## src/rtl/spi_byte_phy.sv

```systemverilog
// SPI mode-0 (CPOL=0, CPHA=0, MSB first) byte-level slave PHY with pin synchronisers.
// Define SPI_PHY_BIT_ERR_EN to build the sticky framing/setup error flag on bit_err.
module spi_byte_phy #(
  parameter int SYNC_STAGES = 2,
  parameter int BITS        = 8
) (
  input  logic            clk,
  input  logic            rst,
  input  logic            SCLK,
  input  logic            SS,
  input  logic            MOSI,
  output logic            MISO,
  output logic            miso_oe,
  input  logic [BITS-1:0] tx_data,
  output logic            tx_load,
  output logic [BITS-1:0] rx_byte,
  output logic            rx_valid,
  output logic            frame_start,
  output logic            frame_end,
  output logic            busy,
  output logic            bit_err
);
  localparam int         CW    = $clog2(BITS + 1);
  localparam logic [2:0] FLUSH = 3'(SYNC_STAGES + 1);

  typedef enum logic {IDLE, ACTIVE} state_t;

  state_t                 state_q, state_d;
  logic [SYNC_STAGES-1:0] sclk_sync_q, sclk_sync_d;
  logic [SYNC_STAGES-1:0] ss_sync_q, ss_sync_d;
  logic [SYNC_STAGES-1:0] mosi_sync_q, mosi_sync_d;
  logic                   sclk_hist_q, ss_hist_q;
  logic [2:0]             flush_q, flush_d;
  logic [CW-1:0]          bit_cnt_q, bit_cnt_d;
  logic [BITS-2:0]        rx_sr_q, rx_sr_d;
  logic [BITS-1:0]        tx_sr_q, tx_sr_d;
  logic [BITS-1:0]        rx_byte_q, rx_byte_d;
  logic                   byte_done_q, byte_done_d;
  logic                   miso_q, miso_d, oe_q, oe_d, busy_q, busy_d;
  logic                   tx_load_q, tx_load_d, rx_valid_q, rx_valid_d;
  logic                   fs_q, fs_d, fe_q, fe_d;
  logic                   sclk_s, ss_s, mosi_s, armed;
  logic                   sclk_rise, sclk_fall, ss_rise, ss_fall;
  logic [BITS-1:0]        rx_shifted;
`ifdef SPI_PHY_BIT_ERR_EN
  logic                   bit_err_q, bit_err_d;
  logic [1:0]             setup_q, setup_d;
`endif

  assign sclk_s = sclk_sync_q[SYNC_STAGES-1];
  assign ss_s   = ss_sync_q[SYNC_STAGES-1];
  assign mosi_s = mosi_sync_q[SYNC_STAGES-1];
  // After reset the SS chain is flushed before falls count, so an SS already low is not a frame start.
  assign armed     = (flush_q == FLUSH);
  assign sclk_rise = sclk_s & ~sclk_hist_q;
  assign sclk_fall = ~sclk_s & sclk_hist_q;
  assign ss_rise   = ss_s & ~ss_hist_q;
  assign ss_fall   = armed & ~ss_s & ss_hist_q;
  assign rx_shifted = {rx_sr_q, mosi_s};

  always_comb begin
    sclk_sync_d = {sclk_sync_q[SYNC_STAGES-2:0], SCLK};
    ss_sync_d   = {ss_sync_q[SYNC_STAGES-2:0], SS};
    mosi_sync_d = {mosi_sync_q[SYNC_STAGES-2:0], MOSI};
    flush_d     = armed ? flush_q : flush_q + 3'd1;
    state_d     = state_q;
    bit_cnt_d   = bit_cnt_q;
    rx_sr_d     = rx_sr_q;
    tx_sr_d     = tx_sr_q;
    rx_byte_d   = rx_byte_q;
    byte_done_d = byte_done_q;
    miso_d      = miso_q;
    oe_d        = oe_q;
    busy_d      = busy_q;
    tx_load_d   = 1'b0;
    rx_valid_d  = 1'b0;
    fs_d        = 1'b0;
    fe_d        = 1'b0;
    case (state_q)
      IDLE: begin
        if (ss_fall) begin
          state_d     = ACTIVE;
          fs_d        = 1'b1;
          tx_load_d   = 1'b1;
          tx_sr_d     = tx_data;
          miso_d      = tx_data[BITS-1];
          busy_d      = 1'b1;
          oe_d        = 1'b1;
          bit_cnt_d   = '0;
          byte_done_d = 1'b0;
          rx_sr_d     = '0;
        end
      end
      ACTIVE: begin
        if (ss_rise) begin
          state_d   = IDLE;
          fe_d      = 1'b1;
          busy_d    = 1'b0;
          oe_d      = 1'b0;
          miso_d    = 1'b0;
          bit_cnt_d = '0;
        end else if (sclk_rise) begin
          rx_sr_d = rx_shifted[BITS-2:0];
          if (bit_cnt_q == CW'(BITS - 1)) begin
            rx_byte_d   = rx_shifted;
            rx_valid_d  = 1'b1;
            bit_cnt_d   = '0;
            byte_done_d = 1'b1;
          end else begin
            bit_cnt_d = bit_cnt_q + CW'(1);
          end
        end else if (sclk_fall) begin
          if (bit_cnt_q == '0 && byte_done_q) begin
            tx_load_d = 1'b1;
            tx_sr_d   = tx_data;
            miso_d    = tx_data[BITS-1];
          end else if (bit_cnt_q != '0) begin
            // A fall before the first rise (SCLK idled high at SS fall) has no bit to advance past.
            tx_sr_d = tx_sr_q << 1;
            miso_d  = tx_sr_q[BITS-2];
          end
        end
      end
      default: state_d = IDLE;
    endcase
`ifdef SPI_PHY_BIT_ERR_EN
    bit_err_d = bit_err_q;
    setup_d   = (setup_q != 2'd0) ? setup_q - 2'd1 : 2'd0;
    if (state_q == IDLE && ss_fall) begin
      bit_err_d = 1'b0;
      setup_d   = 2'd2;
    end else if (state_q == ACTIVE) begin
      if (ss_rise) begin
        if (bit_cnt_q != '0) bit_err_d = 1'b1;
      end else if (sclk_rise && setup_q != 2'd0) begin
        bit_err_d = 1'b1;
      end
    end
`endif
  end

  always_ff @(posedge clk or negedge rst) begin
    if (!rst) begin
      state_q     <= IDLE;
      sclk_sync_q <= '0;
      ss_sync_q   <= '1;
      mosi_sync_q <= '0;
      sclk_hist_q <= 1'b0;
      ss_hist_q   <= 1'b1;
      flush_q     <= 3'd0;
      bit_cnt_q   <= '0;
      rx_sr_q     <= '0;
      tx_sr_q     <= '0;
      rx_byte_q   <= '0;
      byte_done_q <= 1'b0;
      miso_q      <= 1'b0;
      oe_q        <= 1'b0;
      busy_q      <= 1'b0;
      tx_load_q   <= 1'b0;
      rx_valid_q  <= 1'b0;
      fs_q        <= 1'b0;
      fe_q        <= 1'b0;
`ifdef SPI_PHY_BIT_ERR_EN
      bit_err_q   <= 1'b0;
      setup_q     <= 2'd0;
`endif
    end else begin
      state_q     <= state_d;
      sclk_sync_q <= sclk_sync_d;
      ss_sync_q   <= ss_sync_d;
      mosi_sync_q <= mosi_sync_d;
      sclk_hist_q <= sclk_s;
      ss_hist_q   <= ss_s;
      flush_q     <= flush_d;
      bit_cnt_q   <= bit_cnt_d;
      rx_sr_q     <= rx_sr_d;
      tx_sr_q     <= tx_sr_d;
      rx_byte_q   <= rx_byte_d;
      byte_done_q <= byte_done_d;
      miso_q      <= miso_d;
      oe_q        <= oe_d;
      busy_q      <= busy_d;
      tx_load_q   <= tx_load_d;
      rx_valid_q  <= rx_valid_d;
      fs_q        <= fs_d;
      fe_q        <= fe_d;
`ifdef SPI_PHY_BIT_ERR_EN
      bit_err_q   <= bit_err_d;
      setup_q     <= setup_d;
`endif
    end
  end

  assign MISO        = miso_q;
  assign miso_oe     = oe_q;
  assign tx_load     = tx_load_q;
  assign rx_byte     = rx_byte_q;
  assign rx_valid    = rx_valid_q;
  assign frame_start = fs_q;
  assign frame_end   = fe_q;
  assign busy        = busy_q;
`ifdef SPI_PHY_BIT_ERR_EN
  assign bit_err     = bit_err_q;
`else
  assign bit_err     = 1'b0;
`endif
endmodule

```

## config.mk

```make
export PLATFORM = sky130hd
export DESIGN_NAME = spi_byte_phy
export DESIGN_NICKNAME = d
export VERILOG_FILES = /design/src/rtl/spi_byte_phy.sv
export SDC_FILE = /design/constraint.sdc
export NUM_CORES = 1
export LEC_CHECK = 0
export ABC_AREA = 1
export CAP_MARGIN = 30
export CORE_MARGIN = 2
export CORE_UTILIZATION = 53
export CTS_CLUSTER_SIZE = 24
export DETAILED_ROUTE_END_ITERATION = 16
export PLACE_DENSITY = 0.86
export SYNTH_ARGS = -nofsm -noshare
export SYNTH_HDL_FRONTEND = slang
export SYNTH_SLANG_ARGS = --single-unit
```

## constraint.sdc

```tcl
create_clock -name clk -period 1.8 [get_ports clk]
set_clock_uncertainty 0.2 [all_clocks]
set_input_delay 0.36 -clock clk [delete_from_list [all_inputs] [get_ports clk]]
set_output_delay 0.36 -clock clk [all_outputs]
set_load 0.02 [all_outputs]
```

==> metrics <==
area of the mapped netlist=between 1500 and 2000 um^2; clock sink total=45; post-synth cell types=28; drt drc=0; fillers=between 200 and 300; Syn Inst Count=a little over 200; CP Max Fanout=9; Synth Flop Type=dfrtp_1; footprint of the multi-input gates=approximately 710 um^2; Synth Net Count=around 220; Setup CP Type=flop to flop; post-synthesis compound-gate area fraction=0.0823; # nets final=between 200 and 300; synth warn=0; crit path cell chain=ha_1 > ha_2 > nand4_2 > nand2_4 > inv_2 > nand2_1 > nand2_1; CP endpoint kind=flop; total chip power=about 2.4 mW; setup TNS=0 ps; Root Buffer=clkbuf_8; CTS tree=yes; dpl hpwl=2510 um; Max Buffers Root-to-Sink=2; min-delay worst type=flop to flop; CP max stage cell=dfrtp_1; Final ANT Viol Nets=0; GRT Residual Overflow=0; Die X=~65 um; worst hold margin=157 ps; largest net degree at the start of global routing=26; Critical Path AT=between 1500 and 2000 ps; Final Cycle Share=0.972; PortBufs=27; DIE AREA=approximately 4200 um^2; DR iter-0 viols=between 70 and 80; commonest non-fill, non-tap cells in the layout=nand2_1 (63), dfrtp_1 (42), inv_1 (20); RSZ-0062 raised after global routing=true; Register Area=about 1100 um^2; CORE AREA=about 3600 um^2; layout cells sized above 1=0.199; number of synthesized flops with an enable pin=0; largest family of logic cells by synthesized area=simple AND/OR/NAND/NOR gates; final setup vio count=0; H-tree Lvls=2; CP startpoint kind=flop; DP Area=2290 um^2; static leakage=approximately 1.3 nW; most common cell after layout, fill and taps aside=nand2_1; Worst Setup SP=flush_q[0]; sequential area share after synthesis=0.576; Worst path max stage delay=approximately 370 ps; async set or reset register ratio after synthesis=1.00; Finished Cell Area=between 2000 and 2500 um^2; status=finished, final reports clean; Worst-Skew Late Latency=around 300 ps; drt wl/cell=12.0 um; DRT Wirelength=3470 um; Final Max Tran Viols=0; Yosys reg bits=45; All-Layer GR Usage=0.195; initial antenna violation count=0; Worst-path clk slew=~80 ps; FF-to-FF Start=flush_q[0]; Rows=22; Synth Area per Inst=between 9 and 10 um^2; Pwr Density=approximately 1000 nW/um^2; n_diodes=0; Num CTS Buffers=5; first-pass GRT wire length=approximately 6000 um; cell repeated most along the worst path=nand2_1; maximum clock rate=about 570 MHz; mux share of post-synthesis cell area=0.00574; Initial Util=0.544; Max VDD drop=0.000743 V; xor/xnor share of the synthesized area=0.00446; Area growth syn-to-layout=22.5%; Tmin final=1750 ps; Worst Path Required=1800 ps; Post-Synth Simple-Gate Area=0.235; vias in the first global route=roughly 1400; Max Cap Viol=0; adder-cell share of the synthesized area=0.0255; Die H=between 60 and 70 um; final RePlAce weighted congestion=approximately 0.85; routed via count=1441; Ports=29; worst hold path startpoint=mosi_sync_q[0]; Hold Fails Final Rpt=0; routed vias/inst=roughly 5; DR pass1 iterations=4
-- final timing paths --
path	endpoint	slack [ps]	cells after the start
max	tx_sr_q[0]	50	7
min	mosi_sync_q[1]	160	0
max reg2reg	tx_sr_q[0]	50	7
min reg2reg	mosi_sync_q[1]	160	0
max in group asynchronous	ss_hist_q	640	3
min in group asynchronous	rx_byte[3]	250	2
-- cells in the mapped netlist (2+ instances only) --
library cell   n  share of area
buf_4          2         0.0077
dfrtp_1       42           0.54
dfstp_2        3          0.040
ha_1           4          0.026
inv_1         20          0.038
inv_2          6          0.011
nand2_1       64           0.12
nand2_2        7          0.022
nand3_1       10          0.026
nand3_2        3          0.015
nand4_1        3         0.0096
nor2_1         7          0.013
o21ai_0        2         0.0051
o21ai_1        6          0.015
o21ai_2        8          0.036
o22ai_1        7          0.022
-- where the power goes --
group / switching [mW] / leakage, nW / internal (mW)
Combinational: 0.313 / 0.643 / 0.194
Sequential: 0.0784 / 0.578 / 1.14
Clock: 0.347 / 0.0518 / 0.318
Total: 0.738 / 1.27 / 1.65
-- cells by family after synthesis --
kind of cell | Yosys count
fa+ha+maj | 4
flops | 45
xor+xnor | 1
mux | 1
compound gates | 24
other cells | 1
buf+inv | 31
simple gates | 99
-- state kept, by name (all words and copies together), names as in the netlist, 2 cells and up --
register	count
sclk_sync_q	2
mosi_sync_q	2
ss_sync_q	2
rx_sr_q	7
tx_sr_q	7
flush_q	3
rx_byte	8
bit_cnt_q	4
-- critical path, delay by kind of cell (launching register included) --
kind,cells,cell delay (ps)
adder cells (fa/ha/maj),2,390
buffers and inverters,1,90
flip-flops,1,370
AND/OR/NAND/NOR,4,590
-- through the flow --
step	util	cells	worst slack [ps]
after floorplan	-	206	207
after global placement	0.635	280	129
after detailed placement	0.635	280	24.4
after CTS	0.663	289	2.95
after global routing	0.667	289	-57.7
final	0.667	289	49.6
-- what timing repair did --
action	CTS	global route
pin swaps	0	0
hold endpoints to repair	33	0
endpoints found under the setup margin	18	23
gates cloned	0	0
setup buffers	0	0
resized for setup	13	5
hold buffers	1	0
-- per-layer routing --
layer	routed length [um]	GRT usage	up-vias
met3	123	0.0469	6
met5	0	0	-
li1	-	-	717
met1	1500	0.235	693
met4	58	0.0798	0
met2	1790	0.335	25
-- layout make-up --
class                           instances  share of cell area
Timing Repair Buffer                   31               0.126
Sequential cell                        45               0.470
Clock buffer                            6              0.0344
Inverter                               27              0.0432
Clock inverter                          2             0.00729
Multi-Input combinational cell        130               0.294
Tap cell                               48              0.0250
No activity file was read; power rests on OpenSTA's default activity.
